**src/rtl/multiport_reg_file.sv**
```systemverilog
// multiport_reg_file: flop-based register file with NRD registered read
// ports, NWR write ports and a per-register busy scoreboard.
// Register 0 is hard-wired to zero and can never be marked busy.
// Optional feature macro: REGFILE_BYPASS_EN. When it is defined, a read in
// the same cycle as a committed write returns the new data and the
// post-update busy bit. When it is undefined, such a read returns the
// pre-write data and busy bit.
// The whole array is cleared by the asynchronous reset, so the storage is
// built from flops rather than block RAM.
module multiport_reg_file #(
    parameter int IDX_W = 4,
    parameter int WIDTH = 32,
    parameter int NRD   = 3,
    parameter int NWR   = 2
) (
    input  logic                    clk,
    input  logic                    rst,
    input  logic [NRD-1:0]          rd_en,
    input  logic [NRD*IDX_W-1:0]    rd_addr,
    output logic [NRD*WIDTH-1:0]    rd_data,
    output logic [NRD-1:0]          rd_valid,
    output logic [NRD-1:0]          rd_busy,
    input  logic [NWR-1:0]          wr_en,
    input  logic [NWR*IDX_W-1:0]    wr_addr,
    input  logic [NWR*WIDTH-1:0]    wr_data,
    input  logic                    sb_set,
    input  logic [IDX_W-1:0]        sb_addr,
    output logic [(2**IDX_W)-1:0]   busy
);

    localparam int NREG = 2 ** IDX_W;

    // Current and next-state views of the whole array and scoreboard.
    logic [NREG-1:0][WIDTH-1:0] regs_q;
    logic [NREG-1:0][WIDTH-1:0] regs_d;
    logic [NREG-1:0]            busy_q;
    logic [NREG-1:0]            busy_d;

    genvar gi;

    // ------------------------------------------------------------------
    // Storage and scoreboard, one slice per register index
    // ------------------------------------------------------------------
    generate
        for (gi = 0; gi < NREG; gi++) begin : g_reg
            if (gi == 0) begin : g_zero
                // Index 0 has no storage: writes and sb_set are ignored.
                assign regs_q[gi] = '0;
                assign regs_d[gi] = '0;
                assign busy_q[gi] = 1'b0;
                assign busy_d[gi] = 1'b0;
            end else begin : g_live
                logic             hit;
                logic [WIDTH-1:0] data_d;
                logic [WIDTH-1:0] data_q;
                logic             set_hit;
                logic             busy_bit_d;
                logic             busy_bit_q;

                // Find the last enabled write port targeting this index.
                // Ascending scan means the highest-numbered port wins.
                always_comb begin
                    hit    = 1'b0;
                    data_d = data_q;
                    for (int w = 0; w < NWR; w++) begin
                        if (wr_en[w] && (wr_addr[w*IDX_W +: IDX_W] == IDX_W'(gi))) begin
                            hit    = 1'b1;
                            data_d = wr_data[w*WIDTH +: WIDTH];
                        end
                    end
                end

                // A set request beats a clearing write to the same index.
                assign set_hit    = sb_set && (sb_addr == IDX_W'(gi));
                assign busy_bit_d = set_hit ? 1'b1 : (hit ? 1'b0 : busy_bit_q);

                // Register data and busy bit, cleared by asynchronous reset.
                always_ff @(posedge clk or posedge rst) begin
                    if (rst) begin
                        data_q     <= '0;
                        busy_bit_q <= 1'b0;
                    end else begin
                        data_q     <= data_d;
                        busy_bit_q <= busy_bit_d;
                    end
                end

                assign regs_q[gi] = data_q;
                assign regs_d[gi] = data_d;
                assign busy_q[gi] = busy_bit_q;
                assign busy_d[gi] = busy_bit_d;
            end
        end
    endgenerate

    assign busy = busy_q;

    // ------------------------------------------------------------------
    // Read ports: independent, registered, one-cycle latency
    // ------------------------------------------------------------------
    generate
        for (gi = 0; gi < NRD; gi++) begin : g_rd
            logic [IDX_W-1:0] addr;
            logic [WIDTH-1:0] src_data;
            logic             src_busy;
            logic [WIDTH-1:0] data_q;
            logic             busy_bit_q;
            logic             valid_q;

            assign addr = rd_addr[gi*IDX_W +: IDX_W];

`ifdef REGFILE_BYPASS_EN
            // Look at the post-update view so same-cycle writes and
            // scoreboard changes are visible immediately.
            assign src_data = regs_d[addr];
            assign src_busy = busy_d[addr];
`else
            // Look at the stored view; same-cycle updates appear on the
            // next read.
            assign src_data = regs_q[addr];
            assign src_busy = busy_q[addr];
`endif

            // Capture data and busy on a request, hold otherwise; valid
            // pulses for exactly the cycle after the request.
            always_ff @(posedge clk or posedge rst) begin
                if (rst) begin
                    data_q     <= '0;
                    busy_bit_q <= 1'b0;
                    valid_q    <= 1'b0;
                end else begin
                    valid_q <= rd_en[gi];
                    if (rd_en[gi]) begin
                        data_q     <= src_data;
                        busy_bit_q <= src_busy;
                    end
                end
            end

            assign rd_data[gi*WIDTH +: WIDTH] = data_q;
            assign rd_busy[gi]                = busy_bit_q;
            assign rd_valid[gi]               = valid_q;
        end
    endgenerate

endmodule

```
**config.mk**
```make
export PLATFORM = sky130hd
export DESIGN_NAME = multiport_reg_file
export DESIGN_NICKNAME = d
export VERILOG_FILES = /design/src/rtl/multiport_reg_file.sv
export SDC_FILE = /design/constraint.sdc
export NUM_CORES = 2
export LEC_CHECK = 0
export CAP_MARGIN = 40
export CORE_MARGIN = 5
export CORE_UTILIZATION = 35
export CTS_BUF_LIST = sky130_fd_sc_hd__clkbuf_16
export DETAILED_ROUTE_END_ITERATION = 16
export SYNTH_ARGS = -nofsm -noshare
export SYNTH_HDL_FRONTEND = slang
export SYNTH_SLANG_ARGS = --single-unit
```
**constraint.sdc**
```tcl
create_clock -name clk -period 24.7 [get_ports clk]
set_clock_uncertainty 0.2 [all_clocks]
set_input_delay 7.41 -clock clk [delete_from_list [all_inputs] [get_ports clk]]
set_output_delay 7.41 -clock clk [all_outputs]
set_load 0.01 [all_outputs]
```
**Word level (Yosys, flattened, before mapping)**

Index checks and enable logic that the tools add are counted.

- Word-level logic and storage cells: 264
- Register bits: 597
- Input bits: 96
- Output and inout bits: 118

- Muxes and demuxes: 102
- $lt $le $gt $ge: 3
- Equality and inequality tests: 45
- Reduce and logical (&&, ||, !) cells: 75

Operators by type and width:

| kind | number |
|---|---|
| two-way mux 32 bit | 33 |
| binary-select mux 32 bit (select 4 bit) | 3 |
| equality test 4 bit (second input constant) | 24 |
| two-way mux 1 bit | 63 |
| nonzero test 2 bit | 30 |
| equality test 4 x 3 -> 1 bit (second input constant) | 12 |
| logical AND 1 bit | 45 |
| equality test 4 x 2 -> 1 bit (second input constant) | 6 |
| less-than comparator 4 x 5 -> 1 bit (second input constant) | 3 |
| binary-select mux 1 bit (select 4 bit) | 3 |
| equality test 4 x 1 -> 1 bit (second input constant) | 3 |

**Logic depth before layout (Yosys ltp)**

- Word-level depth: 6
- Mapped depth: 7
- Mapped depth without buffers: 4

**Least setup slack after synthesis**

OpenSTA, ideal clock, no wires.

- Path type: input port to flip-flop
- Start: input rd_addr[8]
- End: register g_rd[2].data_q[10]
- Path buffers: 2
- Required time: 24.373 ns
- Library setup time: 0.127 ns
- Arrival: 8.669 ns
- Path slack: 15.704 ns
- Cell stages on the path: 5
- Path through: buf_2 -> buf_2 -> mux4_2 -> a22oi_1 -> a21oi_1

- Longest elaborated chain between the ends: 2

Ends and longest elaborated chain:

| what | RTL line | text |
|---|---|---|
| from (decl) | 19 | `input logic [NRD*IDX_W-1:0] rd_addr,` |
| binary-select mux 32 bit (select 4 bit) | 120 | `assign src_data = regs_q[addr];` |
| two-way mux 32 bit (implied by the code) | 120 |  |
| to (signal assigned) | 134 | `data_q <= src_data;` |
| to (decl) | 106 | `logic [WIDTH-1:0] data_q;` |

Every way passes these cells. The select of a mux whose other input is x is not followed.
A chain may end at the register's enable or synchronous reset.

**Final worst setup path**

- Start: input rd_addr[4]
- End: register g_rd[1].data_q[2]

- Longest elaborated chain between the ends: 2

Ends and longest elaborated chain:

| what | RTL line |
|---|---|
| binary-select mux 32 bit (select 4 bit) | 120 |
| two-way mux 32 bit (implied by the code) | 120 |
| to (signal assigned) | 134 |
| to (decl) | 106 |

Every way passes these cells. The select of a mux whose other input is x is not followed.

==> summary.md <==
| Metric | Value |
|---|---|
| Cell area power density | 81.0 nW/um^2 |
| Most used cell, CP | buf_4 |
| RSZ-0062 raised after global routing | false |
| GRT Util Overall | 0.248 |
| Clk Latency, worst-skew pair | 620 ps |
| Layout Cells excl Fill | 4891 |
| Nets | 3514 |
| Required time worst endpoint | ~25000 ps |
| DIE HEIGHT | about 340 um |
| Fin. max-slew vios | 0 |
| Drt drc | 0 |
| Distinct cells, synth | 37 |
| IO Count | 214 |
| Crit. End Element | flip-flop |
| Htree depth | 3 |
| Post-synthesis cell area | about 38000 um^2 |
| Run status | completed |
| Clock Tree Root | clkbuf_16 |
| Rel. slew slack | 0.357 |
| CP max-delay cell | buf_4 |
| Antenna violations before repair | 10 |
| First-pass GRT wire length | 215000 um |
| Hold slack | between 200 and 300 ps |
| Tmin final | about 10000 ps |
| Ys Warns | 0 |
| Hold Vio Cnt, Final | 0 |
| Placed Cells | around 4800 |
| Multi-input logic area | roughly 21000 um^2 |
| HPWL Detailed | 87900 um |
| Sink Count | 597 |
| Clock-pin slew of the registers on the worst-case setup and hold paths | approximately 60 ps |
| F_max | a little under 100 MHz |
| Std cell rows | roughly 120 |
| Register area share after synthesis | 0.390 |
| CTS max path bufs | 3 |
| Total number of vias | 30500 |
| Core Box Area | 109000 um^2 |
| GRT overflow | 0 |
| Crit Path Class | in2reg |
| CTS tree | built |
| GP Congestion | 0.802 |
| Resized cells post-CTS | 0 |
| Setup TNS | 0 ps |
| Final period util | 0.421 |
| Actual slew at the worst max-slew pin | 965 ps |
| Total Wirelength | 148000 um |
| Total power | between 3 and 4 mW |
| Num CTS Buffers | around 70 |
| Delay of the slowest critical-path stage | ~800 ps |
| Syn avg cell area | between 10 and 15 um^2 |
| Final setup violation count | 0 |
| Syn_nets | about 3500 |
| DRT Pass-1 Iters | 6 |
| Setup bufs post-CTS | 0 |
| Synth Instances | approximately 3500 |
| Seq. cell area | 14900 um^2 |
| Post-route cell area | about 44000 um^2 |
| Hold Path Class | reg2reg |
| Die width | approximately 340 um |
| Port bufs | about 210 |
| Crit path launch type | input pin |
| Crit path DAT | 10680 ps |
| Post-Place Cell Area | between 40000 and 50000 um^2 |
| DRT iter0 DRCs | approximately 3800 |
| Cts hold-fix bufs | 0 |
| Flops & latches, synth | ~600 |
| Layout cells sized above 1 | 0.182 |
| Initial core utilization | 0.352 |
| CP Cell Sequence | clkbuf_8 > buf_4 > buf_4 > mux4_2 > nand2b_1 > a32oi_1 > o21ai_1 |
| # fillers | approximately 10000 |
| CP Max Fanout | 60 |
| Vias in the first global route | between 20000 and 30000 |
| Peak supply drop | approximately 0.00005 V |
| Die area | 116000 um^2 |
| Antenna viol nets, final | 0 |
| Number of max-cap violations | 0 |
| Routed length per instance | 30.3 um |
| Maximum number of pins on one net before global-route repair | around 170 |
| Area Growth Syn to Fin | 14.7% |
| Leak | ~17 nW |
| Vias per inst | around 6.2 |
==> per-stage QoR <==
step            util  setup WS (ps)
6_report       0.404          14290
5_1_grt        0.404          14010
4_1_cts        0.404          14280
3_5_place_dp   0.382          13610
3_3_place_gp   0.374          13670
2_1_floorplan      -            380
==> where the power goes <==
group | internal (mW) | switching, mW | total [mW]
Combinational | 0.556 | 0.408 | 0.963
Sequential | 1.22 | 0.276 | 1.50
Clock | 0.639 | 0.452 | 1.09
Total | 2.42 | 1.14 | 3.55
==> critical path: cells and delay by family <==
| family | cells | cell delay (ps) |
|---|---|---|
| and+or+nand+nor | 1 | 160 |
| AOI/OAI and AO/OA | 2 | 310 |
| buffers and inverters | 3 | 2150 |
| muxes | 1 | 590 |
==> routing by layer <==
metal,GRT usage,part of all wire
met4,0.0841,0.035
met2,0.380,0.45
met3,0.0661,0.11
met5,0,0.00026
met1,0.343,0.41
==> Yosys cell counts, drive strengths merged <==
| library cell | count | area share |
|---|---|---|
| mux2i | 555 | 0.15 |
| dfrtp | 597 | 0.39 |
| mux4 | 294 | 0.17 |
| a22oi | 30 | 0.0059 |
| o211ai | 30 | 0.0059 |
| o21ai | 206 | 0.027 |
| a32o | 5 | 0.0013 |
| nor2b | 9 | 0.0015 |
| or3 | 3 | 0.00049 |
| nor3b | 2 | 0.00039 |
| clkinv | 2 | 0.00020 |
| nand3 | 5 | 0.00065 |
| clkbuf | 199 | 0.020 |
| and2 | 5 | 0.00082 |
| nand3b | 4 | 0.00078 |
| and3b | 4 | 0.00092 |
| buf | 206 | 0.036 |
| o21bai | 3 | 0.00059 |
| nand2 | 158 | 0.015 |
| inv | 4 | 0.00039 |
| a21oi | 388 | 0.051 |
| mux2 | 96 | 0.028 |
| and3 | 4 | 0.00065 |
| nor2 | 397 | 0.040 |
| o22ai | 3 | 0.00049 |
| a221o | 96 | 0.025 |
| a211oi | 3 | 0.00059 |
| a22o | 1 | 0.00023 |
| conb | 1 | 0.000098 |
| nand2b | 73 | 0.012 |
| o32ai | 3 | 0.00069 |
| a32oi | 66 | 0.015 |
==> cell usage in the layout, fill, tap and decap left out, types with 11 or more instances in the layout <==
| master | count |
|---|---|
| dfrtp_1 | 597 |
| mux2i_1 | 555 |
| a21oi_1 | 388 |
| nor2_1 | 386 |
| mux4_2 | 294 |
| clkdlybuf4s50_1 | 202 |
| o21ai_1 | 153 |
| nand2_1 | 146 |
| mux2_2 | 96 |
| a221o_1 | 96 |
| clkbuf_16 | 76 |
| nand2b_1 | 70 |
| a32oi_1 | 66 |
| o21ai_0 | 53 |
| buf_4 | 53 |
| o211ai_1 | 30 |
| a22oi_1 | 30 |
| buf_16 | 27 |
| clkinv_1 | 17 |
| clkinv_2 | 14 |
| nor2_4 | 11 |
| inv_1 | 11 |
==> layout make-up <==
type	count	share of cell area
flip-flops and latches	597	0.340
multi-input cells	2444	0.488
diodes	5	0.000285
clock buffers	76	0.0433
well taps	1414	0.0403
repair buffers	297	0.0771
clock inverters	52	0.0103
inverters	6	0.000684
==> sequential cells by signal, indices dropped and copies added, names as in the netlist <==
name,count
g_rd.busy_bit_q,3
g_rd.data_q,96
g.g_live.busy_bit_q,15
g_rd.valid_q,3
g.g_live.data_q,480
==> logic make-up after synthesis <==
logic type / count (synthesis) / synth area share
multiplexers: 945 / 0.346
AO/OA/AOI/OAI: 834 / 0.134
AND/OR/NAND/NOR: 664 / 0.0731
flip-flops: 597 / 0.390
buffers and inverters: 411 / 0.0564
other: 1 / 0.0000980
==> final timing paths <==
| kind | from | to | slack [ps] | cells after the start |
|---|---|---|---|---|
| worst max-delay path | rd_addr[4] | g_rd[1].data_q[2] | 14290 | 7 |
| worst max register to register | g_reg[3].g_live.busy_bit_q | g_rd[1].busy_bit_q | 22920 | 4 |
| max in group asynchronous | rst | g_reg[7].g_live.data_q[14] | 14810 | 5 |
| worst min register to register | g_rd[0].data_q[12] | g_rd[0].data_q[12] | 300 | 2 |
| min in group asynchronous | rst | g_rd[2].data_q[30] | 7170 | 2 |
| worst min-delay path | g_rd[0].data_q[12] | g_rd[0].data_q[12] | 300 | 2 |
No activity file was read; power rests on OpenSTA's default activity.
